## config.mk

```make
export PLATFORM = sky130hd
export DESIGN_NAME = fetch_sequencer_flat
export DESIGN_NICKNAME = d
export VERILOG_FILES = /design/src/rtl/fetch_sequencer_if.sv /design/src/rtl/fetch_sequencer.sv /design/src/flat_wrapper.sv
export SDC_FILE = /design/constraint.sdc
export NUM_CORES = 1
export LEC_CHECK = 0
export CAP_MARGIN = 20
export CORE_UTILIZATION = 48
export DETAILED_ROUTE_END_ITERATION = 6
export PLACE_DENSITY = 0.84
export SLEW_MARGIN = 0
export SYNTH_ARGS = -nofsm -noshare
export SYNTH_HDL_FRONTEND = slang
export SYNTH_SLANG_ARGS = --single-unit
```

## constraint.sdc

```tcl
create_clock -name clk -period 5.5 [get_ports clk]
set_input_delay 0.55 -clock clk [delete_from_list [all_inputs] [get_ports clk]]
set_output_delay 0.55 -clock clk [all_outputs]
set_load 0.02 [all_outputs]
```

## src/rtl/fetch_sequencer_if.sv

```systemverilog
// Fetch-side bundle: instruction-memory read port, decode handoff and execute redirect.
// master = fetch_sequencer, slave = memory/decode/execute side.
interface fetch_sequencer_if #(
  parameter int IMEM_ADDR_W = 8
);
  logic                   imem_req;
  logic [IMEM_ADDR_W-1:0] imem_addr;
  logic [31:0]            imem_rdata;
  logic                   inst_valid;
  logic                   inst_ready;
  logic [31:0]            inst;
  logic [31:0]            inst_pc;
  logic                   redirect_valid;
  logic [31:0]            redirect_pc;

  modport master (
    output imem_req, imem_addr, inst_valid, inst, inst_pc,
    input  imem_rdata, inst_ready, redirect_valid, redirect_pc
  );

  modport slave (
    input  imem_req, imem_addr, inst_valid, inst, inst_pc,
    output imem_rdata, inst_ready, redirect_valid, redirect_pc
  );
endinterface

```

## src/rtl/fetch_sequencer.sv

```systemverilog
// RV32 instruction fetch: owns PC, one word read in flight, faults on bad PC (FETCH_PERF_CNT_EN adds counters).
// Latency: request in cycle 0, inst_valid in cycle 2; 3 cycles/instruction with decode always ready.
// Backpressure: held instruction waits on inst_ready; halt only blocks new issue.
module fetch_sequencer #(
  parameter logic [31:0] RESET_PC    = 32'h0000_0000,
  parameter int          IMEM_ADDR_W = 8
) (
  input  logic              clk,
  input  logic              reset,
  fetch_sequencer_if.master fif,
  input  logic              halt,
  output logic              fetch_fault,
  output logic [31:0]       fault_pc,
  output logic [31:0]       perf_fetched,
  output logic [31:0]       perf_stall
);

  typedef enum logic [1:0] {S_FETCH, S_WAIT, S_HOLD, S_FAULT} state_t;

  state_t      state;
  logic [31:0] pc;
  logic [31:0] inst_q;
  logic [31:0] inst_pc_q;
  logic        inst_valid_q;
  logic        pc_bad;
  logic        req;
  logic        accept;

  // Bad PC: misaligned, or any set bit above the addressable word range.
  assign pc_bad = (pc[1:0] != 2'b00) || ((pc >> (IMEM_ADDR_W + 2)) != 32'd0);
  assign req    = !reset && (state == S_FETCH) && !pc_bad && !halt;
  assign accept = inst_valid_q && fif.inst_ready;

  assign fif.imem_req   = req;
  assign fif.imem_addr  = req ? pc[IMEM_ADDR_W+1:2] : '0;
  assign fif.inst_valid = inst_valid_q;
  assign fif.inst       = inst_q;
  assign fif.inst_pc    = inst_pc_q;

  always_ff @(posedge clk) begin
    if (reset) begin
      state        <= S_FETCH;
      pc           <= RESET_PC;
      inst_valid_q <= 1'b0;
      inst_q       <= '0;
      inst_pc_q    <= '0;
      fetch_fault  <= 1'b0;
      fault_pc     <= '0;
    end else if (fif.redirect_valid) begin
      // Redirect wins everywhere; an in-flight read is dropped by leaving WAIT.
      pc           <= fif.redirect_pc;
      inst_valid_q <= 1'b0;
      fetch_fault  <= 1'b0;
      state        <= S_FETCH;
    end else begin
      case (state)
        S_FETCH: begin
          if (pc_bad) begin
            fetch_fault <= 1'b1;
            fault_pc    <= pc;
            state       <= S_FAULT;
          end else if (!halt) begin
            state <= S_WAIT;
          end
        end
        S_WAIT: begin
          inst_q       <= fif.imem_rdata;
          inst_pc_q    <= pc;
          inst_valid_q <= 1'b1;
          state        <= S_HOLD;
        end
        S_HOLD: begin
          if (accept) begin
            inst_valid_q <= 1'b0;
            pc           <= pc + 32'd4;
            state        <= S_FETCH;
          end
        end
        S_FAULT: begin
          state <= S_FAULT;
        end
        default: state <= S_FETCH;
      endcase
    end
  end

`ifdef FETCH_PERF_CNT_EN
  always_ff @(posedge clk) begin
    if (reset) begin
      perf_fetched <= '0;
      perf_stall   <= '0;
    end else begin
      if (accept) perf_fetched <= perf_fetched + 32'd1;
      if (inst_valid_q && !fif.inst_ready) perf_stall <= perf_stall + 32'd1;
    end
  end
`else
  assign perf_fetched = '0;
  assign perf_stall   = '0;
`endif

endmodule

```

## src/flat_wrapper.sv

```systemverilog
// flat-port wrapper written by rule: the top's interface ports become plain ports
module fetch_sequencer_flat 
#(
  parameter logic [31:0] RESET_PC    = 32'h0000_0000,
  parameter int          IMEM_ADDR_W = 8
)
  (clk, reset, halt, fetch_fault, fault_pc, perf_fetched, perf_stall, fif_imem_req, fif_imem_addr, fif_inst_valid, fif_inst, fif_inst_pc, fif_imem_rdata, fif_inst_ready, fif_redirect_valid, fif_redirect_pc);
  fetch_sequencer_if #(.IMEM_ADDR_W(IMEM_ADDR_W)) fif_i ();
  input  logic clk;
  input  logic reset;
  input  logic halt;
  output logic fetch_fault;
  output logic [31:0] fault_pc;
  output logic [31:0] perf_fetched;
  output logic [31:0] perf_stall;
  output wire logic [$bits(fif_i.imem_req)-1:0] fif_imem_req;
  output wire logic [$bits(fif_i.imem_addr)-1:0] fif_imem_addr;
  output wire logic [$bits(fif_i.inst_valid)-1:0] fif_inst_valid;
  output wire logic [$bits(fif_i.inst)-1:0] fif_inst;
  output wire logic [$bits(fif_i.inst_pc)-1:0] fif_inst_pc;
  input wire logic [$bits(fif_i.imem_rdata)-1:0] fif_imem_rdata;
  input wire logic [$bits(fif_i.inst_ready)-1:0] fif_inst_ready;
  input wire logic [$bits(fif_i.redirect_valid)-1:0] fif_redirect_valid;
  input wire logic [$bits(fif_i.redirect_pc)-1:0] fif_redirect_pc;
  assign fif_imem_req = fif_i.imem_req;
  assign fif_imem_addr = fif_i.imem_addr;
  assign fif_inst_valid = fif_i.inst_valid;
  assign fif_inst = fif_i.inst;
  assign fif_inst_pc = fif_i.inst_pc;
  assign fif_i.imem_rdata = fif_imem_rdata;
  assign fif_i.inst_ready = fif_inst_ready;
  assign fif_i.redirect_valid = fif_redirect_valid;
  assign fif_i.redirect_pc = fif_redirect_pc;
  fetch_sequencer #(.RESET_PC(RESET_PC), .IMEM_ADDR_W(IMEM_ADDR_W)) u_core (.clk(clk), .reset(reset), .fif(fif_i), .halt(halt), .fetch_fault(fetch_fault), .fault_pc(fault_pc), .perf_fetched(perf_fetched), .perf_stall(perf_stall));
endmodule
```

After elaboration in Yosys (flattened, before gate mapping)
Cells that the tools add are included.

Bits in registers: 132. Input bits: 69. Output and inout bits: 171. Logic and storage cells: 45.

Add/subtract/negate cells: 1. Equal/unequal tests: 5. Multiplexer cells: 10. Bitwise gates (word level): 1. Reduce and logical (&&, ||, !) cells: 21.

Operators by type and width (count): $mux 32 (3); $add 32x3->32 const B (1); $reduce_bool 32->1 (1); $reduce_and 2->1 (5); $mux 8 (1); $pmux 2 s4 (1); $reduce_bool 2->1 (4); $mux 2 (3); $eq 2x2->1 const B (2); $logic_and 1x1->1 (4); $logic_not 1->1 (3); $ne 3x2->1 const B (1); $reduce_and 3->1 (1); $eq 2x1->1 const B (1); $logic_not 2->1 (1); $ne 2x1->1 const B (1); $pmux 1 s2 (1); $reduce_or 2->1 (1); $logic_or 1x1->1 (1); $mux 1 (1); $not 1->1 (1).

Longest topological paths before layout
Depth after elaboration: 6. Gate-level depth with buffers: 7. Mapped depth without buffers: 6.

Least setup slack after synthesis
No wires, ideal clock.

Path kind: reg-to-output. Start: register u_core.pc[20]. End: output port fif_imem_addr[0]. Data arrival time: 2061 ps. Required time: 4950 ps. Setup slack: 2889 ps. Stages on the path, launching flop included: 6. Buffers on the path: 1. Path through: dfxtp_1 > clkbuf_1 > nor4_1 > nand4_1 > nor3_1 > and2_1.

Longest elaborated chain between the ends: 6.

RTL lines: from (decl) (RTL line fetch_sequencer.sv:21) `logic [31:0] pc;`; from (signal assigned) (RTL line fetch_sequencer.sv:51) `pc <= fif.redirect_pc;`; from (signal assigned) (RTL line fetch_sequencer.sv:75) `pc <= pc + 32'd4;`; $reduce_bool 32->1 (RTL line fetch_sequencer.sv:30) `assign pc_bad = (pc[1:0] != 2'b00) || ((pc >> (IMEM_ADDR_W + 2)) != 32'd0);`; $logic_or 1x1->1 (RTL line fetch_sequencer.sv:30); $logic_not 1->1 (RTL line fetch_sequencer.sv:31) `assign req = !reset && (state == S_FETCH) && !pc_bad && !halt;`; $logic_and 1x1->1 (2 in a row) (RTL line fetch_sequencer.sv:31); named net fif_imem_req (RTL line flat_wrapper.sv:16) `output wire logic [$bits(fif_i.imem_req)-1:0] fif_imem_req;`; $mux 8 (RTL line fetch_sequencer.sv:35) `assign fif.imem_addr = req ? pc[IMEM_ADDR_W+1:2] : '0;`; to (decl) (RTL line flat_wrapper.sv:17) `output wire logic [$bits(fif_i.imem_addr)-1:0] fif_imem_addr;`.

The timed path passes the listed nets, and every way through them passes these cells.

Worst setup path in the final report
Start: register u_core.pc[20]. End: output port fif_imem_addr[3].

Longest elaborated chain between the ends: 6.

RTL lines (RTL line): $reduce_bool 32->1 (fetch_sequencer.sv:30); $logic_or 1x1->1 (fetch_sequencer.sv:30); $logic_not 1->1 (fetch_sequencer.sv:31); $logic_and 1x1->1 (2 in a row) (fetch_sequencer.sv:31); $mux 8 (fetch_sequencer.sv:35).

No other way between the ends.

==> results.py <==
metrics = {
    "run_status": {
        "run_status": "completed",
    },
    "synthesis": {
        "ys_seq_elements": 132,
        "synthFlopType": "dfxtp_1",
        "synth_top_area_share": 0.429,
        "synth-compound-area-share": 0.129,
        "synth_fa_ha_area_frac": 0.0122,
        "synth_edf_count": 0,
        "synthSimpleGateAreaFrac": 0.236,
        "syn-instance-count": 770,
        "synth_common_cells": "nand2_1, dfxtp_1, a21oi_1, buf_4, clkbuf_1",
        "synth_top_area_cell": "dfxtp_1",
        "ys_warn_count": 0,
        "synth_top_family_by_area": "simple AND/OR/NAND/NOR gates",
        "synth_most_common_cell": "nand2_1",
        "ys_types": 43,
        "synthArstFlopShare": 0,
        "synth_seq_area_share": 0.429,
        "avgSynthCellArea_um2": 8.00,
        "syn_area_um2": 6160,
        "synthXorXnorAreaFrac": 0.0128,
        "yosys-top-cells-area": "dfxtp_1, nand2_1, buf_4",
        "synth_mux_area_frac": 0.0569,
    },
    "sta": {
        "drv_slew": 0,
        "tns_ns": 0,
        "hold_violations": 0,
        "tightest_slew_ns": 0.759,
        "slew_headroom": 0.490,
        "setup_violations": 0,
        "max_freq_mhz": 266,
        "min_period_ns": 3.76,
        "fin_crit_sh": 0.683,
        "rsz0062_at_grt": "no",
        "finClkSkew_ns": 0.00656,
    },
    "setup_path": {
        "r2r_cells": 6,
        "rrSetupSlack_ns": 2.71,
        "required_ns": 4.95,
        "path_delay_family": "simple AND/OR/NAND/NOR gates",
        "worstSetupStartpointType": "register",
        "crit_arrival_ns": 3.21,
        "slowest_stage": "nor3_1",
        "worstReg2RegEnd": "u_core.pc[22]",
        "crit_start": "u_core.pc[20]",
        "crit_type": "reg2out",
        "cp_max_fo": 9,
        "reg2reg_from": "u_core.state[0]",
        "crit_chain": "nor4_1 > nand4_1 > nor3_1 > and2_1 > clkdlybuf4s50_1",
        "crit_buf_inv": 1,
        "cpPeakStageDelay_ns": 0.73,
        "end_kind": "output port",
    },
    "cts": {
        "hold_buffers": 0,
        "cts.sinks": 132,
        "max-clock-path-buffers": 2,
        "cts_tree": "done",
        "clk_latency_ns": 0.42,
        "cts_root_buf": "clkbuf_16",
        "cts_htree_levels": 4,
        "cts_buffers": 17,
        "clkTransAtPathRegs_ns": 0.05,
        "post_cts_buffers": 0,
        "cts-resized-gates": 0,
    },
    "route": {
        "drcViolationCount": 0,
        "wl_per_cell_um": 15.1,
        "vias": 5715,
        "drt_first_pass_iters": 5,
        "drt-total-wl_mm": 16.6,
        "dr.first_iter.drc_count": 431,
        "final_antenna_net_count": 0,
        "via_per_inst": 5.20,
    },
    "floorplan": {
        "dieWidth_um": 115,
        "dieArea_um2": 13300,
        "ioPinCount": 240,
        "row_count": 41,
        "start_util": 0.490,
        "coreArea_um2": 12600,
        "die_y_um": 115,
    },
    "final_layout": {
        "drive_above_1_share": 0.0497,
        "syn_to_final_growth_pct": 35.4,
        "final_area_um2": 8340,
        "nNetsFinal": 988,
    },
    "job": {
        "max_cap_violations": 0,
    },
    "place": {
        "placedInstanceArea_um2": 7730,
        "port_buffers": 175,
        "dpl.hpwl_mm": 11.3,
        "gp_congestion": 0.869,
    },
    "grt": {
        "overflow": 0,
        "grt_max_degree": 70,
        "grt_usage": 0.254,
        "grt_pass1_wl_mm": 26.1,
        "antenna_found_initial": 0,
        "grt_pass1_vias": 5216,
    },
    "min_path": {
        "min_path_cells": 2,
        "min_path_type": "reg2reg",
        "hold_start": "u_core.fif.inst[27]",
        "hold_end": "u_core.fif.inst[27]",
    },
    "power_and_ir_drop": {
        "p_per_area_nw_per_um2": 304,
        "ir_worst_vdd_v": 0.000167,
        "power.leakage_uw": 0.00304,
    },
}
[routing by layer]
| metal | vias to the layer above | share of wire | global-route usage |
|---|---|---|---|
| li1 | 2779 | - | - |
| met1 | 2638 | 0.43 | 0.322 |
| met2 | 266 | 0.47 | 0.406 |
| met3 | 32 | 0.073 | 0.0627 |
| met4 | 0 | 0.023 | 0.117 |
| met5 | - | 0 | 0 |
[registers in the layout, indices dropped and copies added, names as in the netlist]
register,count
u_core.fif.inst_valid,1
u_core.pc,32
u_core.state,2
u_core.fif.inst,32
u_core.fault_pc,32
u_core.fetch_fault,1
u_core.fif.inst_pc,32
[layout make-up]
| type | count | area (um^2) |
|---|---|---|
| inverters | 16 | 60.1 |
| clock buffers | 21 | 470 |
| well taps | 172 | 215 |
| repair buffers | 183 | 1820 |
| diodes | 1 | 2.50 |
| fillers | 1088 | 4230 |
| clock inverters | 10 | 130 |
| flip-flops and latches | 132 | 2640 |
| multi-input cells | 563 | 3000 |
[through the flow]
step	power [uW]	setup slack [ns]	utilization	hold WS (ns)	instances
floorplan	1290	2.89	-	0.457	833
global placement	1400	2.34	0.614	0.441	1064
detailed placement	1400	2.20	0.615	0.447	1065
CTS	2550	1.75	0.663	0.455	1096
global route	2630	1.52	0.664	0.469	1097
finish	2530	1.74	0.664	0.451	1098
[worst max-delay path by stage]
stage                             to  slack, ns  cells after the start
floorplan           fif_imem_addr[0]       2.89                      5
global placement    fif_imem_addr[4]       2.34                      5
detailed placement  fif_imem_addr[3]       2.20                      5
CTS                 fif_imem_addr[3]       1.75                      5
global route        fif_imem_addr[3]       1.52                      5
finish              fif_imem_addr[3]       1.74                      5
[cells in the final DEF (no fill, tap or decap), types with 4 or more instances in the layout]
cell type	synthesis	routed
o31ai_1	6	6
ha_1	6	6
nand2_1	214	213
a311oi_1	7	7
xor2_1	4	4
xnor2_1	5	5
or4_1	8	8
nor4_1	16	16
mux2i_1	35	35
clkbuf_16	0	17
conb_1	1	64
a211oi_1	12	12
a2111oi_0	7	7
clkinv_2	0	5
and4_1	8	8
nor2_1	29	29
a21oi_1	68	68
o21ai_0	6	6
nand3_1	11	11
nand4_1	11	11
buf_4	64	7
dfxtp_1	132	132
inv_1	15	15
and2_1	7	7
nor3_1	9	9
clkdlybuf4s50_1	0	174
[tightest hold or removal path: stages, from the launching register on]
cell	delay (ns)
dfxtp_1	0.30
nand2_1	0.05
a21oi_1	0.05
[report_power, final]
group | leakage, uW | internal (uW) | switching [uW] | total, uW
Combinational | 0.00167 | 143 | 193 | 336
Clock | 0.000294 | 741 | 406 | 1150
Sequential | 0.00108 | 1000 | 48.8 | 1050
[cell families after synthesis]
kind of cell    Yosys count
fa+ha+maj                 6
compound gates          124
buf+inv                 138
flops                   132
mux                      35
other cells               1
simple gates            325
xor+xnor                  9
Note: power is estimated with default switching activity, not from simulation.
